[src/rtl/multicycle_controller.sv]
// Multi-cycle RV32I control sequencer: FETCH / DECODE / execute / memory /
// writeback states driving datapath mux selects and strobes, with a
// handshake to a shared, possibly stalling, instruction/data memory.
//
// Optional build macro: BRANCH_EXT_EN
//   defined   - BRANCH decodes beq/bne/blt/bge/bltu/bgeu
//   undefined - only beq is legal; alu_lt/alu_ltu are ignored
//
// state_o encoding: FETCH=0 DECODE=1 MEMADR=2 MEMREAD=3 MEMWB=4 MEMWRITE=5
//   EXEC_R=6 EXEC_I=7 ALUWB=8 BRANCH=9 JAL=10 LUI=11 TRAP=12
module multicycle_controller #(
  parameter int unsigned ALU_CTRL_W   = 4,
  parameter int unsigned WAIT_TIMEOUT = 0
) (
  input  logic                  clk,
  input  logic                  rst,
  input  logic [6:0]            op,
  input  logic [2:0]            func3,
  input  logic                  func7_5,
  input  logic                  alu_zero,
  input  logic                  alu_lt,
  input  logic                  alu_ltu,
  input  logic                  mem_ready,
  output logic                  mem_req,
  output logic                  mem_write,
  output logic                  adr_src,
  output logic                  ir_write,
  output logic                  pc_write,
  output logic                  reg_write,
  output logic [1:0]            alu_src_a,
  output logic [1:0]            alu_src_b,
  output logic [2:0]            imm_src,
  output logic [1:0]            result_src,
  output logic [ALU_CTRL_W-1:0] alu_ctrl,
  output logic                  illegal,
  output logic                  bus_err,
  output logic [3:0]            state_o
);

  typedef enum logic [3:0] {
    S_FETCH    = 4'd0,
    S_DECODE   = 4'd1,
    S_MEMADR   = 4'd2,
    S_MEMREAD  = 4'd3,
    S_MEMWB    = 4'd4,
    S_MEMWRITE = 4'd5,
    S_EXEC_R   = 4'd6,
    S_EXEC_I   = 4'd7,
    S_ALUWB    = 4'd8,
    S_BRANCH   = 4'd9,
    S_JAL      = 4'd10,
    S_LUI      = 4'd11,
    S_TRAP     = 4'd12
  } state_e;

  typedef enum logic [3:0] {
    ALU_ADD  = 4'd0,
    ALU_SUB  = 4'd1,
    ALU_AND  = 4'd2,
    ALU_OR   = 4'd3,
    ALU_XOR  = 4'd4,
    ALU_SLT  = 4'd5,
    ALU_SLTU = 4'd6,
    ALU_SLL  = 4'd7,
    ALU_SRL  = 4'd8,
    ALU_SRA  = 4'd9
  } alu_op_e;

  localparam logic [6:0] OP_LOAD   = 7'b0000011;
  localparam logic [6:0] OP_STORE  = 7'b0100011;
  localparam logic [6:0] OP_R      = 7'b0110011;
  localparam logic [6:0] OP_I      = 7'b0010011;
  localparam logic [6:0] OP_BRANCH = 7'b1100011;
  localparam logic [6:0] OP_JAL    = 7'b1101111;
  localparam logic [6:0] OP_LUI    = 7'b0110111;

  localparam logic [2:0] IMM_I = 3'b000;
  localparam logic [2:0] IMM_S = 3'b001;
  localparam logic [2:0] IMM_B = 3'b010;
  localparam logic [2:0] IMM_U = 3'b100;

  localparam int unsigned WD_W = (WAIT_TIMEOUT > 0) ? $clog2(WAIT_TIMEOUT + 1) : 1;

  state_e          state;
  state_e          state_next;
  alu_op_e         alu_op;
  alu_op_e         alu_func;
  logic            wait_state;
  logic            timeout;
  logic            branch_legal;
  logic            branch_taken;
  logic [WD_W-1:0] wd_cnt;

  assign state_o    = state;
  assign alu_ctrl   = ALU_CTRL_W'(alu_op);
  assign wait_state = (state == S_FETCH) || (state == S_MEMREAD) || (state == S_MEMWRITE);
  // The timeout is judged from the registered count, so the expiring cycle
  // can suppress its own strobes without a combinational loop on mem_ready.
  assign timeout    = (WAIT_TIMEOUT != 0) && wait_state && (wd_cnt == WD_W'(WAIT_TIMEOUT));

  // ALU operation for R/I arithmetic; func7_5 selects SUB only for R-type
  always_comb begin
    alu_func = ALU_ADD;
    case (func3)
      3'b000:  alu_func = (func7_5 && (state == S_EXEC_R)) ? ALU_SUB : ALU_ADD;
      3'b001:  alu_func = ALU_SLL;
      3'b010:  alu_func = ALU_SLT;
      3'b011:  alu_func = ALU_SLTU;
      3'b100:  alu_func = ALU_XOR;
      3'b101:  alu_func = func7_5 ? ALU_SRA : ALU_SRL;
      3'b110:  alu_func = ALU_OR;
      default: alu_func = ALU_AND;
    endcase
  end

`ifdef BRANCH_EXT_EN
  // Branch legality and condition for the full RV32I branch set
  always_comb begin
    branch_legal = 1'b1;
    branch_taken = 1'b0;
    case (func3)
      3'b000:  branch_taken = alu_zero;
      3'b001:  branch_taken = !alu_zero;
      3'b100:  branch_taken = alu_lt;
      3'b101:  branch_taken = !alu_lt;
      3'b110:  branch_taken = alu_ltu;
      3'b111:  branch_taken = !alu_ltu;
      default: branch_legal = 1'b0;
    endcase
  end
`else
  logic unused_cmp_flags;
  assign unused_cmp_flags = alu_lt ^ alu_ltu;

  // Branch legality and condition: beq only
  always_comb begin
    branch_legal = (func3 == 3'b000);
    branch_taken = (func3 == 3'b000) && alu_zero;
  end
`endif

  // State register
  always_ff @(posedge clk) begin
    if (rst) state <= S_FETCH;
    else     state <= state_next;
  end

  // Sticky trap and bus-error flags
  always_ff @(posedge clk) begin
    if (rst) begin
      illegal <= 1'b0;
      bus_err <= 1'b0;
    end else begin
      if (state_next == S_TRAP) illegal <= 1'b1;
      if (timeout)              bus_err <= 1'b1;
    end
  end

  // Memory stall watchdog; the count is held at zero outside the wait
  // states, which is equivalent to clearing it on entry to them.
  always_ff @(posedge clk) begin
    if (rst || (WAIT_TIMEOUT == 0))    wd_cnt <= '0;
    else if (!wait_state || mem_ready) wd_cnt <= '0;
    else if (!timeout)                 wd_cnt <= wd_cnt + 1'b1;
  end

  // Next-state decode
  always_comb begin
    state_next = state;
    case (state)
      S_FETCH: begin
        if (timeout)        state_next = S_TRAP;
        else if (mem_ready) state_next = S_DECODE;
      end
      S_DECODE: begin
        case (op)
          OP_LOAD, OP_STORE: state_next = S_MEMADR;
          OP_R:              state_next = S_EXEC_R;
          OP_I:              state_next = S_EXEC_I;
          OP_BRANCH:         state_next = S_BRANCH;
          OP_JAL:            state_next = S_JAL;
          OP_LUI:            state_next = S_LUI;
          default:           state_next = S_TRAP;
        endcase
      end
      S_MEMADR:   state_next = (op == OP_LOAD) ? S_MEMREAD : S_MEMWRITE;
      S_MEMREAD: begin
        if (timeout)        state_next = S_TRAP;
        else if (mem_ready) state_next = S_MEMWB;
      end
      S_MEMWB:    state_next = S_FETCH;
      S_MEMWRITE: begin
        if (timeout)        state_next = S_TRAP;
        else if (mem_ready) state_next = S_FETCH;
      end
      S_EXEC_R:   state_next = S_ALUWB;
      S_EXEC_I:   state_next = S_ALUWB;
      S_LUI:      state_next = S_ALUWB;
      S_ALUWB:    state_next = S_FETCH;
      S_BRANCH:   state_next = branch_legal ? S_FETCH : S_TRAP;
      S_JAL:      state_next = S_ALUWB;
      S_TRAP:     state_next = S_TRAP;
      default:    state_next = S_FETCH;
    endcase
  end

  // Datapath controls decoded from the registered state
  always_comb begin
    mem_req    = 1'b0;
    mem_write  = 1'b0;
    adr_src    = 1'b0;
    ir_write   = 1'b0;
    pc_write   = 1'b0;
    reg_write  = 1'b0;
    alu_src_a  = 2'b00;
    alu_src_b  = 2'b00;
    imm_src    = IMM_I;
    result_src = 2'b00;
    alu_op     = ALU_ADD;
    case (state)
      S_FETCH: begin
        mem_req    = !timeout;
        alu_src_b  = 2'b10;
        result_src = 2'b10;
        ir_write   = mem_ready && !timeout;
        pc_write   = mem_ready && !timeout;
      end
      S_DECODE: begin
        alu_src_a = 2'b01;
        alu_src_b = 2'b01;
        imm_src   = IMM_B;
      end
      S_MEMADR: begin
        alu_src_a = 2'b10;
        alu_src_b = 2'b01;
        imm_src   = (op == OP_STORE) ? IMM_S : IMM_I;
      end
      S_MEMREAD: begin
        mem_req = !timeout;
        adr_src = 1'b1;
      end
      S_MEMWB: begin
        result_src = 2'b01;
        reg_write  = 1'b1;
      end
      S_MEMWRITE: begin
        mem_req   = !timeout;
        mem_write = !timeout;
        adr_src   = 1'b1;
      end
      S_EXEC_R: begin
        alu_src_a = 2'b10;
        alu_op    = alu_func;
      end
      S_EXEC_I: begin
        alu_src_a = 2'b10;
        alu_src_b = 2'b01;
        alu_op    = alu_func;
      end
      S_LUI: begin
        alu_src_a = 2'b11;
        alu_src_b = 2'b01;
        imm_src   = IMM_U;
      end
      S_ALUWB: begin
        reg_write = 1'b1;
      end
      S_BRANCH: begin
        alu_src_a = 2'b10;
        alu_op    = ALU_SUB;
        pc_write  = branch_legal && branch_taken;
      end
      S_JAL: begin
        alu_src_a = 2'b01;
        alu_src_b = 2'b10;
        pc_write  = 1'b1;
      end
      default: ;
    endcase
    if (rst) begin
      mem_req   = 1'b0;
      mem_write = 1'b0;
      ir_write  = 1'b0;
      pc_write  = 1'b0;
      reg_write = 1'b0;
    end
  end

endmodule
[config.mk]
export PLATFORM = sky130hd
export DESIGN_NAME = multicycle_controller
export DESIGN_NICKNAME = d
export VERILOG_FILES = /design/src/rtl/multicycle_controller.sv
export SDC_FILE = /design/constraint.sdc
export NUM_CORES = 1
export LEC_CHECK = 0
export ABC_CLOCK_PERIOD_IN_PS = 2100
export BUFFER_PORTS_ARGS = -buffer_cell sky130_fd_sc_hd__buf_4
export CAP_MARGIN = 20
export CORE_MARGIN = 1.5
export CORE_UTILIZATION = 48
export CTS_BUF_LIST = sky130_fd_sc_hd__clkbuf_2 sky130_fd_sc_hd__clkbuf_4 sky130_fd_sc_hd__clkbuf_8
export DETAILED_ROUTE_END_ITERATION = 7
export PLACE_DENSITY_LB_ADDON = 0.15
export SYNTH_ARGS = -nofsm -noshare
export SYNTH_HDL_FRONTEND = slang
export SYNTH_SLANG_ARGS = --single-unit
[constraint.sdc]
create_clock -name clk -period 2.1 [get_ports clk]
set_input_delay 0.63 -clock clk [delete_from_list [all_inputs] [get_ports clk]]
set_output_delay 0.63 -clock clk [all_outputs]
set_load 0.005 [all_outputs]
=== Word-level counts from Yosys, hierarchy flattened ===
Index checks and enable logic that the tools add are counted.

* Output and inout port bits: 25
* Register bits: 5
* Bits of input ports: 17

* Equality and inequality tests: 26
* Reduce and logical (&&, ||, !) cells: 15
* Mux-type cells: 27

{| class="wikitable"
|+ Operator list
! cell !! count
|-
| one-hot mux 4 bit (8 select lines) || 1
|-
| one-hot mux 4 bit (7 select lines) || 1
|-
| equality test 4 bit, second input constant || 6
|-
| one-hot mux 4 bit (6 select lines) || 1
|-
| equality test 7 x 6 -> 1 bit, second input constant || 3
|-
| equality test 4 x 3 -> 1 bit, second input constant || 4
|-
| 2-to-1 mux 4 bit || 4
|-
| equality test 7 bit, second input constant || 2
|-
| 2-to-1 mux 1 bit || 13
|-
| OR reduction 2 bit || 6
|-
| OR reduction 4 bit || 3
|-
| equality test 3 bit, second input constant || 3
|-
| one-hot mux 3 bit (3 select lines) || 1
|-
| equality test 4 x 2 -> 1 bit, second input constant || 2
|-
| one-hot mux 2 bit (2 select lines) || 2
|-
| one-hot mux 4 bit (2 select lines) || 1
|-
| equality test 7 x 2 -> 1 bit, second input constant || 1
|-
| equality test 7 x 5 -> 1 bit, second input constant || 1
|-
| equality test 3 x 2 -> 1 bit, second input constant || 2
|-
| one-hot mux 2 bit (3 select lines) || 1
|-
| equality test 4 x 1 -> 1 bit, second input constant || 1
|-
| logical NOT 4 bit || 1
|-
| equality test 3 x 1 -> 1 bit, second input constant || 1
|-
| logical AND 1 bit || 3
|-
| other kinds (4) || 4
|}

=== Longest topological paths before layout ===
Gate-level depths: netlist (run 1).

* Depth in word-level cells: 5
* Gate-level depth with buffers: 6

=== Least setup slack after synthesis (run 1) ===
Ideal clock, no wire load.

* Kind: reg-to-output
* Start point: register state[1] (netlist: state_o[1])
* End point: output pc_write
* Cell stages (with the launch flop): 7
* Arrival: 1245 ps
* Path slack: 225 ps
* Data required time: 1470 ps
* Buffers on the path: 2
* Cells stage by stage: dfxtp_1 > buf_6 > buf_2 > nor2_1 > nand2_1 > a211o_1 > a21oi_1

* Cells in the longest elaborated chain, start to end: 3

{| class="wikitable"
|+ Ends and longest elaborated chain
! element !! line !! source
|-
| start, declared || 84 || <nowiki>state_e state;</nowiki>
|-
| start signal, assigned || 145 || <nowiki>else state <= state_next;</nowiki>
|-
| equality test 4 bit / logical NOT 4 bit (equally long branches) || 220 || <nowiki>case (state)</nowiki>
|-
| one-hot mux 1 bit (3 select lines) * || 220 ||
|-
| 2-to-1 mux 1 bit * || 280 || <nowiki>if (rst) begin</nowiki>
|-
| end, declared || 28 || <nowiki>output logic pc_write,</nowiki>
|}

Every way passes the cells marked *; elsewhere a longest branch is shown, timed or not.

=== Worst setup path in the final report (run 1) ===
* Start point: input op[3]
* End point: output imm_src[0]

* Cells in the longest elaborated chain, start to end: 3

{| class="wikitable"
|+ Ends and longest elaborated chain
! element !! line !! source
|-
| start, declared || 17 || <nowiki>input logic [6:0] op,</nowiki>
|-
| equality test 7 x 6 -> 1 bit || 236 || <nowiki>imm_src = (op == OP_STORE) ? IMM_S : IMM_I;</nowiki>
|-
| 2-to-1 mux 1 bit || 236 ||
|-
| one-hot mux 3 bit (3 select lines) || 220 ||
|-
| end, declared || 32 || <nowiki>output logic [2:0] imm_src,</nowiki>
|}

Every way passes these cells.

==> results of run 1 <==
## cell families after synthesis
kind of cell           count (synthesis)
buffers and inverters                 12
other                                  1
AND/OR/NAND/NOR                       74
XOR/XNOR                               2
flip-flops                             5
multiplexers                           1
AO/OA/AOI/OAI                         35
## where the power goes
group          leakage (nW)  switching (mW)  internal (mW)
sequential           0.0434          0.0238          0.108
combinational         0.546           0.211          0.230
clock                0.0184          0.0399         0.0848
## flip-flops by register name, summed over array words and instances (netlist names)
register,cells
state_o,4
illegal,1
## final timing paths
path / from / end / slack (ns) / cells after the start
max: op[3] / imm_src[0] / 0.02 / 5
min: illegal / illegal / 0.48 / 2
max reg2reg: state_o[1] / illegal / 0.35 / 8
min reg2reg: illegal / illegal / 0.48 / 2
## synthesized netlist by cell type, types with 2 or more instances
master    count
nand2_1      15
a21oi_1      11
nor2_1       11
nor3_1       11
nand2b_1      7
o21ai_0       7
dfxtp_1       5
and2b_1       3
buf_2         3
inv_1         3
nand3_1       3
nand3b_1      3
nand4_1       3
nor2b_1       3
o22ai_1       3
a211oi_2      2
a31oi_1       2
buf_6         2
clkbuf_8      2
xnor2_1       2
## critical path, cell delays in order
cell	delay [ns]
buf_4	0.12
and3b_1	0.27
nand2_1	0.10
nor3_1	0.19
buf_4	0.13
## layout make-up
| cell class | instances | share of cell area |
|---|---|---|
| Multi-Input combinational cell | 113 | 0.546 |
| Timing Repair Buffer | 59 | 0.322 |
| Sequential cell | 5 | 0.0803 |
| Tap cell | 25 | 0.0223 |
| Clock buffer | 4 | 0.0214 |
| Inverter | 3 | 0.00803 |
## layer usage
metal / wire length [µm] / GRT usage / vias up / part of all wire
met1: 1140 / 0.327 / 524 / 0.39
met2: 1580 / 0.472 / 63 / 0.53
met3: 204 / 0.0353 / 6 / 0.069
met5: 0 / 0 / - / 0
met4: 35 / 0 / 0 / 0.012
li1: - / - / 592 / -
## per-stage QoR
step	cell area [µm²]	hold slack, ns	total power, mW
5_1_grt	1400	0.509	0.742
4_1_cts	1290	0.491	0.653
6_report	1400	0.483	0.697
3_3_place_gp	1230	0.466	0.509
2_1_floorplan	905	0.465	0.362
3_5_place_dp	1230	0.479	0.518
## timing repair
item	4_1_cts	5_1_grt
setup endpoints to repair	11	9
pin swaps	0	2
gates resized for setup	12	15
setup buffers	0	9
==> impl_metrics.yaml, run 1 <==
synth:
  synth_top_area_frac: 0.111
  synth-compound-area-share: 0.277
  synth-xor-area-share: 0.0194
  netlist_area_um2: 905
  ys_seq_elements: 5
  synth-seq-area-share: 0.111
  synth.distinct_cells: 49
  synth_flop_cell: "dfxtp_1"
  syn_avg_cell_area_um2: 6.96
  synth.net_count: 147
  synth_top_family_by_area: "simple AND/OR/NAND/NOR gates"
  synth_edf_count: 0
  synth_simple_gate_area_share: 0.481
  synth-async-reset-ratio: 0
  synth_warnings: 0
  ys_top_cells_by_area: "dfxtp_1 11%, nand2_1 6.2%, a21oi_1 6.1%, nor3_1 6.1%, nand2b_1 4.8%"
  synth_cells: 130
  synth_area_leader_cell: "dfxtp_1"
  muxShareOfSynthArea: 0.0111
  synth_fa_ha_area_frac: 0
floorplanning:
  initial_core_util: 0.518
  die_w_um: 46.4
  io-pin-count: 42
  die_area_um2: 2150
  die_h_um: 46.4
  core-area_um2: 1750
  rows: 15
cts:
  clockBufferDepth: 2
  root_buffer: "clkbuf_4"
  ctsHoldBuffers: 0
  cts_tree: "built"
  clk_pin_slew_ns: 0.04
  clock_latency_ns: 0.24
  cts-buffers-inserted: 3
  cts.sinks: 5
  htree_levels: 1
timing:
  setup-tns-final_ns: 0
  skew_ns: 0.00930
  fin_crit_sh: 0.988
  max_freq_ghz: 0.482
  min_period_ns: 2.08
  setup_ws_ns: 0.0245
  slew_violations: 0
  setup_violations: 0
  rsz0062_at_grt: "true"
  hold_viol: 0
finish:
  regArea_um2: 113
  postLayoutCoreUtil: 0.804
  antennaDiodeCount: 0
  fin_cells: 209
  mostFrequentLayoutCell: "buf_4"
  fillCellCount: 125
  final_cell_mix: "55 x buf_4, 15 x nand2_1, 9 x nor2_1, 9 x nor3_1, 9 x a21oi_1"
  final_layout_size_suffix_gt1_frac: 0.473
  area_delta_synth_final_pct: 55.0
  layout.nets: 202
  multi_input_area_um2: 766
global_routing:
  track_usage: 0.255
  overflow: 0
  grt_max_degree: 20
  antenna_found_initial: 0
  grt_pass1_vias: 938
  grt_pass1_wl_um: 4060
placed_design:
  placed_cells_incl_taps: 196
  gp_congestion: 0.891
  portBuffers: 38
  dp.final_hpwl_um: 2000
  preCtsSetupSlack_ns: 0.00114
detailed_routing:
  final_antenna_net_count: 0
  route.vias.total: 1185
  wl_per_cell_um: 14.1
  first_iter_violations: 50
  vias_per_cell: 5.67
  drc_errors: 0
  dr.pass1.iters: 4
  routed_wl_um: 2960
power:
  max-vdd-ir-drop_mv: 0.430
  p_per_area_nw_per_um2: 497
  p_leak_nw: 0.607
run_status:
  outcome: "completed"
setup_path:
  cp-start-kind: "input pin"
  critPathKind: "input pin to output pin"
  critPathMaxFanout: 4
  worstSetupEndpointType: "output pin"
  worstPathRequired_ns: 1.47
  arrival_ns: 1.45
job:
  drv_cap: 0
min_path:
  holdCritPathClass: "flip-flop to flip-flop"
Note: power is estimated with default switching activity, not from simulation.
==> run 2, diff against run 1 <==
--- a/config.mk
+++ b/config.mk
@@ -5,9 +5,10 @@
 export SDC_FILE = /design/constraint.sdc
 export NUM_CORES = 1
 export LEC_CHECK = 0
-export ABC_CLOCK_PERIOD_IN_PS = 2100
+export ABC_CLOCK_PERIOD_IN_PS = 2300
 export BUFFER_PORTS_ARGS = -buffer_cell sky130_fd_sc_hd__buf_4
 export CAP_MARGIN = 20
+export CORE_ASPECT_RATIO = 1.1
 export CORE_MARGIN = 1.5
 export CORE_UTILIZATION = 48
 export CTS_BUF_LIST = sky130_fd_sc_hd__clkbuf_2 sky130_fd_sc_hd__clkbuf_4 sky130_fd_sc_hd__clkbuf_8
==> constraint.sdc (replaced) <==
create_clock -name clk -period 2.3 [get_ports clk]
set_input_delay 0.69 -clock clk [delete_from_list [all_inputs] [get_ports clk]]
set_output_delay 0.69 -clock clk [all_outputs]
set_load 0.005 [all_outputs]
==> run 2 against run 1 <==
- the run now ends with design-rule violations left
- largest power group unchanged
- final cell count fell by 8.6%
- register-to-register slack gained 0.18 ns
- wire length down 13%
- largest cell class unchanged
- critical path depth up 2
- die area is essentially flat
==> impl_metrics.yaml, run 2 (synthesized netlist as in run 1, its figures left out) <==
run_status:
  outcome: "finished, violations left"
  violations: "design-rule violations"
min_path:
  holdCritPathClass: "flip-flop to flip-flop"
global_routing:
  gr-usage-met2: 0.412
  grt_max_degree: 20
  top_usage_layer: "met2"
  grt_pass1_vias: 950
  track_usage: 0.241
  use_met1: 0.305
  gr-usage-met3: 0.0448
  antenna_found_initial: 0
  overflow: 0
  grt_pass1_wl_um: 4060
setup_path:
  critPathMaxFanout: 5
  worstPathRequired_ns: 1.61
  critPathKind: "input pin to output pin"
  crit_buf_inv: 3
  crit_path_cell_trace: "buf_4 > inv_1 > o21ai_0 > o21ai_0 > o21ai_0 > o21ai_0 > buf_4"
  crit_top_cell: "o21ai_0"
  cp-start-kind: "input pin"
  arrival_ns: 1.53
  cp_slowest_cell: "o21ai_0"
  slowest_delay_ns: 0.18
  cp_top_family: "compound AO/OA/AOI/OAI gates"
  worstSetupEndpointType: "output pin"
detailed_routing:
  final_antenna_net_count: 0
  drc_errors: 4
  vias_per_cell: 5.81
  first_iter_violations: 28
  route.vias.total: 1110
  routed_wl_um: 2580
  dr.pass1.iters: 7
  wl_per_cell_um: 13.5
floorplanning:
  die_w_um: 44.4
  die_h_um: 48.5
  die_area_um2: 2150
  rows: 16
  io-pin-count: 42
  initial_core_util: 0.508
  core-area_um2: 1780
timing:
  fin_crit_sh: 0.963
  min_period_ns: 2.22
  hold_viol: 0
  setup-tns-final_ns: 0
  timing.hold.ws_ns: 0.474
  setup_violations: 0
  slew_violations: 0
  max_freq_ghz: 0.451
  skew_ns: 0.00918
job:
  drv_cap: 0
finish:
  mostFrequentLayoutCell: "buf_4"
  final_layout_size_suffix_gt1_frac: 0.382
  layout.nets: 191
  antennaDiodeCount: 0
  fin_cells: 191
  area_delta_synth_final_pct: 38.2
  design_area_um2: 1250
  postLayoutCoreUtil: 0.702
  final_cell_mix: "48 x buf_4, 15 x nand2_1, 11 x nor2_1, 11 x a21oi_1, 10 x nor3_1"
  largest_reg_flops: 4
cts:
  root_buffer: "clkbuf_4"
  cts-buffers-inserted: 3
  htree_levels: 1
  clk_pin_slew_ns: 0.04
  clock_latency_ns: 0.24
  cts_tree: "built"
  clockBufferDepth: 2
  cts.sinks: 5
placed_design:
  detailed_place.area_um2: 1200
  placed_cells_incl_taps: 186
  gp_congestion: 0.828
  dp.final_hpwl_um: 1990
  portBuffers: 38
power:
  p_per_area_nw_per_um2: 476
  max-vdd-ir-drop_mv: 0.606
  p_leak_nw: 0.538
-- run 2: cell count changes in the layout (fill, tap and decap cells not counted), sizes merged --
cell | before | now
clkbuf | 5 | 4
buf | 58 | 48
-- run 2: worst paths after layout --
kind / from / to / slack, ns / cells past startpoint
max: func3[2] / alu_ctrl[0] / 0.08 / 7
min: illegal / illegal / 0.47 / 2
max reg2reg: state_o[2] / illegal / 0.53 / 8
min reg2reg: illegal / illegal / 0.47 / 2
-- run 2: worst register-to-register path, stage by stage, from the launching register on --
cell	delay (ns)
dfxtp_2	0.36
buf_4	0.19
buf_4	0.16
nor4b_4	0.28
buf_4	0.18
nand2_1	0.07
o221ai_2	0.17
a211oi_2	0.08
o32ai_2	0.19
-- run 2: area by class of cell --
class | instances | area [µm²]
tap | 18 | 22.5
clock buffer | 4 | 30.0
sequential | 5 | 103
fill | 155 | 532
timing repair buffer | 48 | 360
multi-input combinational | 113 | 723
inverter | 3 | 11.3
-- run 2: repair_timing --
action | 4_1_cts | 5_1_grt
setup endpoints to repair | 1 | 4
gates resized for setup | 1 | 3
hold buffers | 0 | 0
setup buffers | 0 | 1
gates cloned | 0 | 0
-- run 2: routing by layer --
metal  share of wire  wire length, µm  vias up
met3           0.064              165        0
met1            0.42             1090      496
met5               0                0        -
met2            0.51             1320       44
li1                -                -      570
met4               0                0        0
-- run 2: through the flow --
step	power (mW)	setup WS [ns]
after floorplan	0.331	0.365
after CTS	0.595	0.0666
after global placement	0.464	0.106
final	0.595	0.0840
after detailed placement	0.475	0.0631
after global routing	0.641	-0.00268
-- run 2: where the power goes --
| group | switching, mW | leakage, nW | total, mW | internal (mW) |
|---|---|---|---|---|
| clock | 0.0369 | 0.0184 | 0.114 | 0.0774 |
| sequential | 0.0192 | 0.0416 | 0.118 | 0.0985 |
| combinational | 0.176 | 0.478 | 0.363 | 0.187 |
==> run 3, diff against run 2 <==
--- a/config.mk
+++ b/config.mk
@@ -14,6 +14,7 @@
 export CTS_BUF_LIST = sky130_fd_sc_hd__clkbuf_2 sky130_fd_sc_hd__clkbuf_4 sky130_fd_sc_hd__clkbuf_8
 export DETAILED_ROUTE_END_ITERATION = 7
 export PLACE_DENSITY_LB_ADDON = 0.15
+export RECOVER_POWER = 50
 export SYNTH_ARGS = -nofsm -noshare
 export SYNTH_HDL_FRONTEND = slang
 export SYNTH_SLANG_ARGS = --single-unit
==> run 3 against run 2 <==
- the run now ends clean
- critical endpoint unchanged
- clock skew down 0.00071 ns
- worst hold slack lost 0.0021 ns
- combinational power shrank 2%
- largest power group unchanged
- flip-flop and latch count is the same
- count of clock-buffer cells in the layout unchanged
- largest cell class unchanged
- clock power about the same
- die area did not move
- total power down 0.97%
- non-clock buffer count unchanged
- first-iteration DRC count fell by 21%
- highest routed layer unchanged
- setup slack improved by 0.0025 ns
==> impl_metrics.yaml, run 3 (synthesized netlist as in run 1, its figures left out) <==
power:
  power_frac_comb: 0.605
  p_per_area_nw_per_um2: 476
  max-vdd-ir-drop_mv: 0.607
  internal_power_uw: 359
  switching_share: 0.391
  total_power_uw: 589
  seq_power_share: 0.201
  p_leak_nw: 0.530
  netSwitchingPower_uw: 230
  power_frac_clock: 0.195
cts:
  cts-buffers-inserted: 3
  ctsHoldBuffers: 0
  cts.sinks: 5
  clock_latency_ns: 0.25
  clockBufferDepth: 2
  root_buffer: "clkbuf_4"
  htree_levels: 1
  cts_tree: "built"
  clk_pin_slew_ns: 0.04
run_status:
  outcome: "completed"
timing:
  max_freq_ghz: 0.452
  timing.hold.ws_ns: 0.472
  fin_crit_sh: 0.962
  setup_violations: 0
  hold_viol: 0
  skew_ns: 0.00847
  min_period_ns: 2.21
  slew_violations: 0
setup_path:
  rr_worst_depth: 6
  critPathMaxFanout: 5
  r2r_slack_ns: 0.41
  worstPathRequired_ns: 1.61
  crit_buf_inv: 3
  arrival_ns: 1.52
  slowest_delay_ns: 0.18
  cp_slowest_cell: "o21ai_0"
  worstReg2RegEnd: "illegal"
  worstReg2RegStart: "state_o[2]"
  critPathCapture: "alu_ctrl[0]"
  cp-start-kind: "input pin"
  critPathKind: "input pin to output pin"
  crit_cells: 7
  startpoint: "func3[2]"
  crit_path_cell_trace: "buf_4 > inv_1 > o21ai_0 > o21ai_0 > o21ai_0 > o21ai_0 > buf_4"
  worstSetupEndpointType: "output pin"
  cp_top_family: "compound AO/OA/AOI/OAI gates"
  crit_top_cell: "o21ai_0"
floorplanning:
  core-area_um2: 1780
  die_w_um: 44.4
  rows: 16
  die_area_um2: 2150
  io-pin-count: 42
  die_h_um: 48.5
  initial_core_util: 0.508
finish:
  postLayoutCoreUtil: 0.694
  area_delta_synth_final_pct: 36.7
  final_layout_size_suffix_gt1_frac: 0.364
  final_cell_mix: "44 x buf_4, 15 x nand2_1, 11 x nor2_1, 11 x a21oi_1, 10 x nor3_1"
  mostFrequentLayoutCell: "buf_4"
  antennaDiodeCount: 0
  layout.nets: 191
  largest_reg_flops: 4
  fin_cells: 191
  fillCellCount: 155
detailed_routing:
  drc_errors: 0
  routed_wl_um: 2570
  dr.pass1.iters: 6
  route.vias.total: 1114
  final_antenna_net_count: 0
  wl_per_cell_um: 13.5
  first_iter_violations: 22
  vias_per_cell: 5.83
global_routing:
  antenna_found_initial: 0
  grt_pass1_wl_um: 4060
  grt_max_degree: 20
  track_usage: 0.241
  grt_pass1_vias: 950
  overflow: 0
job:
  drv_cap: 0
min_path:
  hp-start: "illegal"
  holdCritPathClass: "flip-flop to flip-flop"
placed_design:
  gp_congestion: 0.828
  portBuffers: 38
  placed_cells_incl_taps: 186
  dp.final_hpwl_um: 1990
-- run 3: worst register-to-register path, stage by stage, from the launching register on --
cell      delay, ns
dfxtp_2        0.42
buf_4          0.22
and2b_1        0.23
a211oi_1       0.26
o221ai_2       0.12
a211oi_1       0.40
o32ai_2        0.12
-- run 3: what timing repair did --
| action | 4_1_cts | 5_1_grt |
|---|---|---|
| endpoints found under the setup margin | 1 | 4 |
| setup buffers | 0 | 1 |
| hold endpoints to repair | 0 | 0 |
| gates resized for setup | 1 | 3 |
-- run 3: power by group through the flow --
stage | Combinational [mW] | Sequential, mW | Clock (mW)
CTS | 0.358 | 0.117 | 0.120
global placement | 0.347 | 0.117 | 0
floorplan | 0.218 | 0.113 | 0
finish | 0.356 | 0.118 | 0.115
detailed placement | 0.357 | 0.118 | 0
global route | 0.391 | 0.121 | 0.123
-- run 3: per-layer routing --
layer	GRT usage	share of wire	wire length [µm]	up-vias
met2	0.412	0.52	1330	38
met1	0.305	0.43	1120	508
li1	-	-	-	568
met5	0	0	0	-
met4	0.0556	0	0	0
met3	0.0448	0.047	122	0
-- run 3: area by class of cell --
cell class / instances / area [µm²] / area share
Tap cell: 18 / 22.5 / 0.0182
Timing Repair Buffer: 48 / 357 / 0.288
Multi-Input combinational cell: 113 / 713 / 0.577
Sequential cell: 5 / 103 / 0.0830
Inverter: 3 / 11.3 / 0.00911
Clock buffer: 4 / 30.0 / 0.0243
-- run 3: through the flow --
stage	worst slack, ns	setup TNS (ns)	area, µm²
after floorplan	0.365	0	905
after global placement	0.106	0	1200
after detailed placement	0.0631	0	1200
after CTS	0.0666	0	1230
after global routing	-0.00300	-0.00300	1240
final	0.0865	0	1240
-- run 3: worst min path at each step --
stage / slack, ns / cells after the start / end
3_5_place_dp: 0.47 / 2 / illegal
4_1_cts: 0.48 / 2 / illegal
5_1_grt: 0.50 / 2 / illegal
3_3_place_gp: 0.46 / 2 / illegal
2_1_floorplan: 0.47 / 2 / illegal
6_report: 0.47 / 2 / illegal
